===== config.mk =====
export PLATFORM = sky130hd
export DESIGN_NAME = serial_subtractor_8bit
export DESIGN_NICKNAME = d
export VERILOG_FILES = /design/src/rtl/serial_subtractor_8bit.sv
export SDC_FILE = /design/constraint.sdc
export NUM_CORES = 1
export LEC_CHECK = 0
export ABC_AREA = 1
export CAP_MARGIN = 15
export CORE_ASPECT_RATIO = 1.1
export CORE_MARGIN = 2
export CORE_UTILIZATION = 45
export CTS_CLUSTER_DIAMETER = 120
export CTS_CLUSTER_SIZE = 14
export DETAILED_ROUTE_END_ITERATION = 7
export PLACE_DENSITY = 0.78
export SYNTH_ARGS = -nofsm -noshare
export SYNTH_HDL_FRONTEND = slang
export SYNTH_SLANG_ARGS = --single-unit

===== constraint.sdc =====
create_clock -name clk -period 1.2 [get_ports clk]
set_input_delay 0.24 -clock clk [delete_from_list [all_inputs] [get_ports clk]]
set_output_delay 0.24 -clock clk [all_outputs]
set_load 0.05 [all_outputs]

===== src/rtl/serial_subtractor_8bit.sv =====
// Bit-serial two's-complement subtractor: one full-subtractor cell reused for
// WIDTH cycles, with a registered borrow chaining the bits LSB first.
module serial_subtractor_8bit #(
    parameter int WIDTH = 8
) (
    input  logic             clk,
    input  logic             rst_n,
    input  logic             in_valid,
    output logic             in_ready,
    input  logic [WIDTH-1:0] a,
    input  logic [WIDTH-1:0] b,
    input  logic             bin,
    output logic             out_valid,
    input  logic             out_ready,
    output logic [WIDTH-1:0] diff,
    output logic             bout,
    output logic             ovf
);

    localparam int CNT_W = (WIDTH > 1) ? $clog2(WIDTH) : 1;

    typedef enum logic [1:0] {
        IDLE = 2'd0,
        CALC = 2'd1,
        DONE = 2'd2
    } state_t;

    state_t           state_q;
    logic [CNT_W-1:0] cnt_q;
    logic             borrow_q;
    logic [WIDTH-1:0] a_sh_q;
    logic [WIDTH-1:0] b_sh_q;
    logic [WIDTH-1:0] diff_q;
    logic             bout_q;
    logic             ovf_q;
    logic             a_sign_q;
    logic             b_sign_q;

    logic             d_bit;
    logic             borrow_d;
    logic [WIDTH-1:0] diff_d;
    logic             last_bit;

    // Full-subtractor cell operating on the current LSBs of the shift registers.
    always_comb begin
        d_bit    = a_sh_q[0] ^ b_sh_q[0] ^ borrow_q;
        borrow_d = (~a_sh_q[0] & b_sh_q[0]) | (~(a_sh_q[0] ^ b_sh_q[0]) & borrow_q);
        diff_d   = {d_bit, diff_q[WIDTH-1:1]};
        last_bit = (cnt_q == CNT_W'(WIDTH - 1));
    end

    always_ff @(posedge clk or negedge rst_n) begin
        if (!rst_n) begin
            state_q  <= IDLE;
            cnt_q    <= '0;
            borrow_q <= 1'b0;
            a_sh_q   <= '0;
            b_sh_q   <= '0;
            diff_q   <= '0;
            bout_q   <= 1'b0;
            ovf_q    <= 1'b0;
            a_sign_q <= 1'b0;
            b_sign_q <= 1'b0;
        end else begin
            case (state_q)
                IDLE: begin
                    if (in_valid) begin
                        a_sh_q   <= a;
                        b_sh_q   <= b;
                        borrow_q <= bin;
                        a_sign_q <= a[WIDTH-1];
                        b_sign_q <= b[WIDTH-1];
                        cnt_q    <= '0;
                        diff_q   <= '0;
                        state_q  <= CALC;
                    end
                end
                CALC: begin
                    diff_q   <= diff_d;
                    a_sh_q   <= a_sh_q >> 1;
                    b_sh_q   <= b_sh_q >> 1;
                    borrow_q <= borrow_d;
                    cnt_q    <= cnt_q + CNT_W'(1);
                    if (last_bit) begin
                        // d_bit is the result sign bit on this final edge.
                        bout_q  <= borrow_d;
                        ovf_q   <= (a_sign_q != b_sign_q) & (d_bit != a_sign_q);
                        state_q <= DONE;
                    end
                end
                DONE: begin
                    if (out_ready) begin
                        state_q <= IDLE;
                    end
                end
                default: state_q <= IDLE;
            endcase
        end
    end

    assign in_ready  = (state_q == IDLE);
    assign out_valid = (state_q == DONE);
    assign diff      = diff_q;
    assign bout      = bout_q;
    assign ovf       = ovf_q;

endmodule


Yosys cells after proc, flatten, opt, wreduce, memory -nomap -nowiden. Index checks and enable logic that the tools add are counted.

$add $sub $neg: 1. Multiply operators: 0. Div/mod/pow operators: 0. Magnitude comparators: 0. Equal/unequal tests: 8. Shift-type cells: 0. Multiplexer cells: 14. Bitwise gates (word level): 8. Reduce and logical (&&, ||, !) cells: 6.

Operator list (count): $pmux 8 s2 (3); $mux 8 (3); $mux 2 (3); $pmux 2 s3 (1); $pmux 3 s2 (1); $reduce_and 2->1 (3); $ne 2x2->1 const B (2); $add 3x1->3 const B (1); $and 1x1->1 (3); $eq 3x3->1 const B (1); $mux 3 (1); $reduce_and 3->1 (1); $eq 2x1->1 const B (1); $eq 2x2->1 const B (1); $logic_not 2->1 (1); $ne 1x1->1 (2); $ne 2x1->1 const B (1); $not 1->1 (2); $pmux 1 s2 (1); $reduce_bool 2->1 (1); $xor 1x1->1 (2); $mux 1 (1); $or 1x1->1 (1).

Register bits after elaboration: 34. Latch bits: 0. RAM bits: 0. Bits in read-only memories: 0. Input bits: 21. Output and inout port bits: 12. Word-level logic and storage cells: 47. Memories kept: 0.

Longest topological paths before layout.
Depth in word-level cells: 5. Depth in mapped cells: 7. Depth with buffers taken out: 7.

Least setup slack after synthesis. Ideal clock, no wire load.

Path kind: register -> register. Start: register state_q[0]. End: register a_sign_q. Setup time: 127 ps. Arrival: 1660 ps. Data required time: 1073 ps. Path slack: -587 ps. Stages on the path, launching flop included: 6. Buffers on the path: 1. Period minus slack after synthesis: 1787 ps. Cells stage by stage: dfrtp_1 -> buf_4 -> nor2_1 -> nand2_1 -> nand2_1 -> o21ai_0.

Cells in the longest elaborated chain, start to end: 2.

RTL lines: start: declaration (RTL line 28) `state_t state_q;`; start signal: assignment (RTL line 54) `state_q <= IDLE;`; start signal: assignment (RTL line 75) `state_q <= CALC;`; start signal: assignment (RTL line 88) `state_q <= DONE;`; $logic_not 2->1; via in_ready (RTL line 9) `output logic in_ready,`; $reduce_and 2->1 (no source line); end signal: assignment (RTL line 71) `a_sign_q <= a[WIDTH-1];`; end: declaration (RTL line 36) `logic a_sign_q;`.

The timed path passes the listed nets, and every way through them passes these cells. A chain may end at the register's enable or synchronous reset.

Worst setup path in the final report.
Start: register state_q[1]. End: output port out_valid.

Cells in the longest elaborated chain, start to end: 1.

RTL lines: $eq 2x2->1 (RTL line 102) `assign out_valid = (state_q == DONE);`; end: declaration (RTL line 13) `output logic out_valid,`.

No other way between the ends.

==> key figures <==
Pwr
  • Cell Int Power: 3.69 mW
  • P_leak: roughly 1.2 nW
  • Clock share of power: 0.100
  • Logic pwr share: 0.579
  • Pwr dens: 2710 nW/um^2
  • Sw Ratio: 0.430
  • Net switching power figure: 2.79 mW
  • Peak VDD IR: 1.36 mV
  • Sequential Power Share: 0.321

Floorplanning
  • I/O pin cnt: 33
  • Core Rows: 22
  • Initial Util: 0.473
  • Die height: approximately 66 um
  • Core box area: between 3000 and 4000 um^2
  • Die X-Extent: between 60 and 70 um
  • Die area: just over 4000 um^2

Route
  • Iteration-0 DRC Markers: 55
  • Post-DRT Antenna Nets: 0
  • Post-route DRC: 0
  • Routed wire length: 3.84 mm
  • Wire per inst: 12.6 um
  • Vias per Instance: 4.83
  • Initial DRT Pass Iterations: 4
  • Vias: between 1k and 1.5k

Worst setup path
  • Worst path slowest cell: dfrtp_1
  • Worst Path Arrival: 1.17 ns
  • Worst setup path startpoint: state_q[1]$_DFFE_PN0P_
  • Max FO, Critical Path: 8
  • CP Data Required Time: roughly 0.96 ns
  • Critical Path, Cell by Cell: inv_2 > nor2_4 > buf_12
  • Setup CP Type: reg2out
  • Worst setup EP type: output pin
  • Element type at the critical path start: flop
  • Max incr delay on CP: 0.42 ns
  • FF-to-FF Start: b_sh_q[0]$_DFFE_PN0P_

CTS
  • CTS tree: done
  • # H-tree levels: 2
  • Clock Sinks: 34
  • Clk slew on worst S/H paths: 0.10 ns
  • Cts hold-fix bufs: 0
  • TritonCTS Buffers: 5
  • Root buf cell: clkbuf_4
  • Clock Latency Late Sink: ~0.33 ns
  • Max clock buf depth: 2

Global routing
  • Pin count of the biggest net entering global routing: 35
  • Tot GR Track Use: 0.206
  • First-pass GRT wire length: 6.05 mm
  • Vias in the first global route: 1,376
  • GR Overflow Total: 0
  • Initial antenna violation count: 0

Cells and area
  • Area Overhead vs Synth: 50.6%
  • Most common cell after layout, fill and taps aside: nand2_1
  • Design area: 2390 um^2
  • Most frequent cells in the layout: nand2_1 (109), dfrtp_1 (33), clkdlybuf4s50_1 (20)
  • Diode count: 0
  • Final core utilization: 0.712
  • Layout cells sized above 1: 0.226
  • Final net count: between 200 and 300

Synth
  • Post-synthesis sequential area ratio: 0.536
  • Synthesis-stage register bit count: 34
  • Post-synth cell types: 14
  • Avg Cell Area, Syn: 7.82 um^2
  • Syn nets: 227
  • Leading area contributor after synthesis: dfrtp_1
  • Cell Area, Synth: 1590 um^2
  • Synth area leaders: dfrtp_1 (54%), nand2_1 (27%), nand3_1 (5.4%), o21ai_0 (2.5%), inv_1 (2.1%)
  • Synthesized netlist cell count: just over 200
  • YS warnings: 0
  • Share of the synthesized area in the top cell type: 0.536

STA
  • Worst-Margin Slew: 0.327 ns
  • Final setup viols: 31
  • Worst rel slew slack: 0.781
  • RSZ-0062 raised after global routing: true
  • Fmax: approximately 710 MHz
  • PnR worst setup slack: -0.214 ns
  • Slew Viols, Final: 0
  • Clock period minus worst slack: 1.41 ns
  • Clock skew: 0.00951 ns
  • Final hold violations: 0
  • Period utilisation layout: 1.18

Place
  • GPL Wtd Cong: a little under 0.8
  • Placement Cell Area: 2150 um^2
  • Dpl hpwl: 2.50 mm
  • PortBufs: 32

Worst hold path
  • Worst Hold Class: in2async

Outcome
  • Failing checks: setup timing
  • Status: complete, but fails checks

Flow run
  • Max_cap viols: 0
==> path summary, 6_finish.rpt <==
check                                               to  slack, ns  cells after the start
worst max-delay path                         out_valid      -0.21                      3
max in group asynchronous       state_q[0]$_DFFE_PN0P_       0.75                      2
worst min-delay path              cnt_q[1]$_DFFE_PN0P_       0.26                      2
worst min register to register   a_sh_q[6]$_DFFE_PN0P_       0.49                      2
min in group clk                 a_sh_q[6]$_DFFE_PN0P_       0.49                      2
worst max register to register         ovf$_DFFE_PN0P_      -0.16                      7
==> critical path: cells and delay by family, from the launching register on <==
kind	cells	cell delay, ns
buffers and inverters	2	0.35
DFF	1	0.42
and+or+nand+nor	1	0.07
==> metrics by stage <==
step | setup slack (ns) | instances | power [mW] | TNS, ns | hold WS (ns)
6_report | -0.214 | 305 | 6.47 | -4.02 | 0.265
4_1_cts | -0.216 | 299 | 6.14 | -2.71 | 0.262
3_5_place_dp | -0.213 | 287 | 5.34 | -3.57 | 0.466
2_1_floorplan | -0.0568 | 203 | 3.96 | -0.0568 | -0.0556
3_3_place_gp | -0.172 | 287 | 5.23 | -3.03 | 0.459
5_1_grt | -0.255 | 305 | 6.93 | -5.76 | 0.288
==> what timing repair did <==
action                                  in CTS  in global routing
endpoints found under the setup margin      22                 43
gates cloned                                 0                  2
pin swaps                                    3                 18
hold endpoints to repair                     0                  0
resized for setup                            6                 16
buffers inserted                             4                  4
==> power groups by stage <==
stage          clock network, mW  logic [mW]  registers (mW)
6_report                   0.648        3.75            2.08
5_1_grt                    0.713        4.07            2.15
3_5_place_dp                   0        3.24            2.10
4_1_cts                    0.664        3.40            2.07
2_1_floorplan                  0        1.53            2.43
3_3_place_gp                   0        3.15            2.08
==> sequential cells by signal (all words and copies together), names as in the netlist <==
name / count
state_q: 2
b_sh_q: 8
bout: 1
cnt_q: 3
b_sign_q: 1
a_sign_q: 1
borrow_q: 1
ovf: 1
a_sh_q: 8
diff: 8
==> per-layer routing <==
metal,share of wire,vias to the layer above,global-route usage
met5,0,-,0
met4,0.027,0,0.128
met3,0.029,10,0.0431
li1,-,731,-
met2,0.51,33,0.304
met1,0.43,700,0.273
==> cells in the mapped netlist <==
library cell	count
nand2_1	115
dfrtp_1	34
nand3_1	17
inv_1	9
o21ai_0	8
nor2_1	5
buf_2	4
buf_4	3
buf_6	2
ha_1	2
fa_1	1
inv_2	1
nand2_2	1
o31ai_1	1
==> kinds of logic after synthesis <==
family,share of synthesized area
flip-flops,0.536
adder cells (fa/ha/maj),0.0284
buffers and inverters,0.0646
AO/OA/AOI/OAI,0.0299
AND/OR/NAND/NOR,0.341
==> final cells by class <==
type                       count  area [um^2]
clock inverter                 1         5.00
tap                           48         60.1
fill                         259          967
multi-input combinational    150          696
timing repair buffer          54          674
inverter                      10         41.3
clock buffer                   7         55.1
timing repair inverter         1         7.51
sequential                    34          852
Power figures use the tool's default switching activity.
==> RTL change 1, RTL diff (same settings) <==
`WIDTH`: 8 -> 32.
--- a/src/rtl/serial_subtractor_8bit.sv
+++ b/src/rtl/serial_subtractor_8bit.sv
@@ -3,3 +3,3 @@
 module serial_subtractor_8bit #(
-    parameter int WIDTH = 8
+    parameter int WIDTH = 32
 ) (
Ports: changed (resized a, b and diff); port bits go from 33 to 105. The function was not compared with the original's and may differ.
==> RTL change 1 against the unedited design <==
The run still ends with setup timing left; total power grew to 3.7 times the old value; highest routed layer is now met5; worst setup slack worse by 0.20 ns; synthesized area rose to 3.0 times the old value; largest cell class is now non-clock buffers; wire length rose to 6.3 times the old value; cell area rose to 3.9 times the old value; largest power group unchanged; global-route usage rose by 12 points; combinational power rose to 3.6 times the old value; sequential cell count up 74.
==> RTL change 1: results (changes against the unedited design) <==
| Metric | Value |
|---|---|
| DRT Pass-1 Iters | `6 (was 4)` |
| Detailed Route WL | `24.3 mm (was 3.84 mm)` |
| Initial antenna violation count | `1 (was 0)` |
| Status | `finished, violations left (unchanged)` |
| Failing checks | `setup timing (unchanged)` |
| Combinational power share | `0.567 (was 0.579)` |
| CTS Hold Bufs | `1 (was 0)` |
| Critical Path AT | `1.85 ns (was 1.17 ns)` |
| Worst Slack Setup Final | `-0.409 ns (was -0.214 ns)` |
| GP Congestion | `0.811 (was 0.785)` |
| Worst vdd ir | `1800 uV (was 1360 uV)` |
| Seq pwr | `7.09 mW (was 2.08 mW)` |
| DRT iter0 DRCs | `519 (was 55)` |
| Vias in the first global route | `5,436 (was 1,376)` |
| Rel. slew slack | `0.730 (was 0.781)` |
| Largest net degree at the start of global routing | `37 (was 35)` |
| Post-DP HPWL | `8.57 mm (was 2.50 mm)` |
| Post-CTS sizing | `194 (was 6)` |
| Total vias in the final route | `5,726 (was 1,474)` |
| Complex-gate fraction of the synthesized area | `0.0434 (was 0.0299)` |
| Final setup fails | `139 (was 31)` |
| Synth top cells by count | `275 x nand2_1, 108 x dfrtp_1, 100 x nand3_1, 27 x o21ai_0, 23 x inv_1 (was 115 x nand2_1, 34 x dfrtp_1, 17 x nand3_1, 9 x inv_1, 8 x o21ai_0)` |
| Post-synth cell types | `20 (was 14)` |
| Cts bufs inserted | `9 (was 5)` |
| H-tree levels | `3 (was 2)` |
| Pint | `13.0 mW (was 3.69 mW)` |
| Mapped Nets | `668 (was 227)` |
RTL change 1: layer usage:
layer  up-vias  wire, um  share of wire  track usage
met3       185      1990          0.082       0.0560
met5         -        10        0.00041            0
met4         2      2290          0.094        0.137
met1      2796      8000           0.33        0.377
li1       2289         -              -            -
met2       454     12000           0.49        0.577
RTL change 1: through the flow:
step	utilization	setup TNS (ns)	setup WS [ns]	cells	cell area (um2)
4_1_cts	0.808	-22.58	-0.265	911	8400
5_1_grt	0.903	-36.37	-0.586	938	9380
3_3_place_gp	0.635	-26.72	-0.317	840	6600
3_5_place_dp	0.635	-30.25	-0.359	840	6600
6_report	0.903	-33.70	-0.409	938	9380
2_1_floorplan	-	-0.0952	-0.0540	596	4830
RTL change 1: worst max-delay path: cells and delay by family (launching register included):
kind                   cells  cell delay [ns]
DFF                        1             0.42
AOI/OAI and AO/OA          1             0.10
and+or+nand+nor            2             0.18
buffers and inverters      6             0.77
RTL change 1: cell type report:
type	count	area [um2]	area share
timing repair buffer	220	3100	0.330
inverter	26	115	0.0123
sequential	108	2730	0.291
clock inverter	7	78.8	0.00840
multi-input combinational	425	2960	0.316
tap	143	179	0.0191
clock buffer	9	225	0.0240
RTL change 1: final timing paths:
| path | from | to | slack [ns] | depth (start not counted) |
|---|---|---|---|---|
| worst max-delay path | state_q[1] | a_sh_q[4] | -0.41 | 9 |
| worst min-delay path | rst_n | b_sh_q[7] | 0.34 | 2 |
| worst max register to register | state_q[1] | a_sh_q[4] | -0.41 | 9 |
| worst min register to register | b_sh_q[8] | b_sh_q[8] | 0.50 | 2 |
| max in group asynchronous | rst_n | ovf | 0.30 | 3 |
| min in group clk | a[10] | a_sh_q[10] | 0.46 | 3 |
==> RTL change 2, RTL diff (same flow settings) <==
Without the edit above. Re-encode `state_t` (3 states) as one-hot, 3 bits wide.
--- a/src/rtl/serial_subtractor_8bit.sv
+++ b/src/rtl/serial_subtractor_8bit.sv
@@ -21,6 +21,6 @@
 
-    typedef enum logic [1:0] {
-        IDLE = 2'd0,
-        CALC = 2'd1,
-        DONE = 2'd2
+    typedef enum logic [2:0] {
+        IDLE = 3'b001,
+        CALC = 3'b010,
+        DONE = 3'b100
     } state_t;
Check against the original RTL: same outputs for any inputs over 10 cycles, from zero or initial values and one cycle with rst_n low; not proved beyond that.
==> RTL change 2 against the unedited design <==
The run still ends with setup timing left; total power up 5.0%; synthesized area up 7.6%; cell count up 6.9%; wire length up 34%; die area up 7.1%; worst setup slack worse by 0.077 ns; sequential cell count up 1; cell area up 17%; utilization up 5.1 points; maximum frequency down 5.2%.
==> RTL change 2: results (changes against the unedited design) <==
| Metric | Value |
|---|---|
| Status | `finished, violations left (unchanged)` |
| Failing checks | `setup timing (unchanged)` |
| Root Buffer Master | `clkbuf_8 (was clkbuf_4)` |
| Post-CTS sizing | `23 (was 6)` |
| Setup Skew | `0.0143 ns (was 0.00951 ns)` |
| Clock latency on the worst-skew pair | `0.31 ns (was 0.33 ns)` |
| Worst-path clk slew | `0.08 ns (was 0.10 ns)` |
| R2r startpoint | `b_sh_q[0] (unchanged)` |
| CP max stage delay | `0.40 ns (was 0.42 ns)` |
| Synth top cells by count | `90 x nand2_1, 46 x nand3_1, 34 x dfrtp_1, 10 x inv_1, 7 x buf_2 (was 115 x nand2_1, 34 x dfrtp_1, 17 x nand3_1, 9 x inv_1, 8 x o21ai_0)` |
| Largest net degree at the start of global routing | `36 (was 35)` |
| Routed WL per cell | `15.8 um (was 12.6 um)` |
| Postcts setup bufs | `4 (unchanged)` |
| Layout cells sized above 1 | `0.351 (was 0.226)` |
| Post-synth cell types | `22 (was 14)` |
| DRT iter0 DRCs | `120 (was 55)` |
| CP max-delay cell | `dfrtp_1 (unchanged)` |
| Post-synthesis sequential area ratio | `0.514 (was 0.536)` |
| Hold Crit Class | `input port to asynchronous set/reset pin (unchanged)` |
| Vias in the first global route | `1,621 (was 1,376)` |
| Critical Path AT | `1.25 ns (was 1.17 ns)` |
| Mapped Nets | `239 (was 227)` |
| Post-DP HPWL | `2.73 mm (was 2.50 mm)` |
| Mean Syn Cell Area | `7.94 um2 (was 7.82 um2)` |
| Post-DR vias/cell | `5.33 (was 4.83)` |
| Reg2reg end | `ovf (unchanged)` |
| Largest cells by area after synthesis | `dfrtp_1 50%, nand2_1 20%, nand3_1 13%, inv_1 2.2%, buf_2 2.1% (was dfrtp_1 54%, nand2_1 27%, nand3_1 5.4%, o21ai_0 2.5%, inv_1 2.1%)` |
| Setup Slack @ Placement | `-0.268 ns (was -0.213 ns)` |
| Hold_ws | `0.291 ns (was 0.265 ns)` |
| CP delay by family, top | `flip-flops (unchanged)` |
| Worst reg2reg setup slack | `-0.22 ns (was -0.16 ns)` |
| Measured slew at the worst slew-check pin | `0.192 ns (was 0.327 ns)` |
| Pleak | `1.44 nW (was 1.24 nW)` |
| First-pass GRT wire length | `7.22 mm (was 6.05 mm)` |
| Total track usage | `0.222 (was 0.206)` |
| Worst Slack Setup Final | `-0.291 ns (was -0.214 ns)` |
| Critical path fanouts, max | `3 (was 8)` |
| Fillers | `236 (was 259)` |
| Final Net Count | `299 (was 280)` |
| Detailed Route WL | `5.14 mm (was 3.84 mm)` |
| GP Congestion | `0.771 (was 0.785)` |
| Worst vdd ir | `1620 uV (was 1360 uV)` |
| Final setup fails | `36 (was 31)` |
| GRT overflow | `0 (unchanged)` |
-- RTL change 2: logic make-up after synthesis --
| logic type | Yosys count | synth area share |
|---|---|---|
| buffers and inverters | 24 | 0.0689 |
| AO/OA/AOI/OAI | 7 | 0.0220 |
| flip-flops | 35 | 0.514 |
| AND/OR/NAND/NOR | 146 | 0.369 |
| adder cells (fa/ha/maj) | 3 | 0.0264 |
-- RTL change 2: metal layers --
metal / track usage / routed length (um)
met1: 0.259 / 2070
met2: 0.376 / 2670
met3: 0.0357 / 232
met4: 0.175 / 162
met5: 0 / 0
-- RTL change 2: cell type report --
| cell class | count | area share |
|---|---|---|
| sequential | 35 | 0.315 |
| clock buffer | 6 | 0.0260 |
| tap | 50 | 0.0224 |
| multi-input combinational | 156 | 0.314 |
| clock inverter | 2 | 0.00449 |
| timing repair buffer | 65 | 0.297 |
| inverter | 12 | 0.0215 |
-- RTL change 2: worst max-delay path by stage --
stage | start | end | slack [ns] | cells past startpoint
after detailed placement | in_valid | b_sign_q | -0.27 | 6
after floorplan | b_sh_q[0] | ovf | -0.09 | 7
final | state_q[2] | out_valid | -0.29 | 4
after global placement | in_valid | a_sign_q | -0.21 | 6
after CTS | state_q[0] | in_ready | -0.25 | 3
after global routing | state_q[2] | out_valid | -0.33 | 4
-- RTL change 2: power breakdown --
part | switching, mW | internal, mW
clock | 0.446 | 0.405
sequential | 0.348 | 1.64
combinational | 2.09 | 1.86
-- RTL change 2: through the flow --
step | instance area, um2 | util | TNS [ns]
3_5_place_dp | 2330 | 0.638 | -6.41
6_report | 2790 | 0.763 | -6.37
3_3_place_gp | 2330 | 0.638 | -6.05
5_1_grt | 2790 | 0.763 | -8.20
4_1_cts | 2530 | 0.693 | -5.24
2_1_floorplan | 1730 | - | -0.976
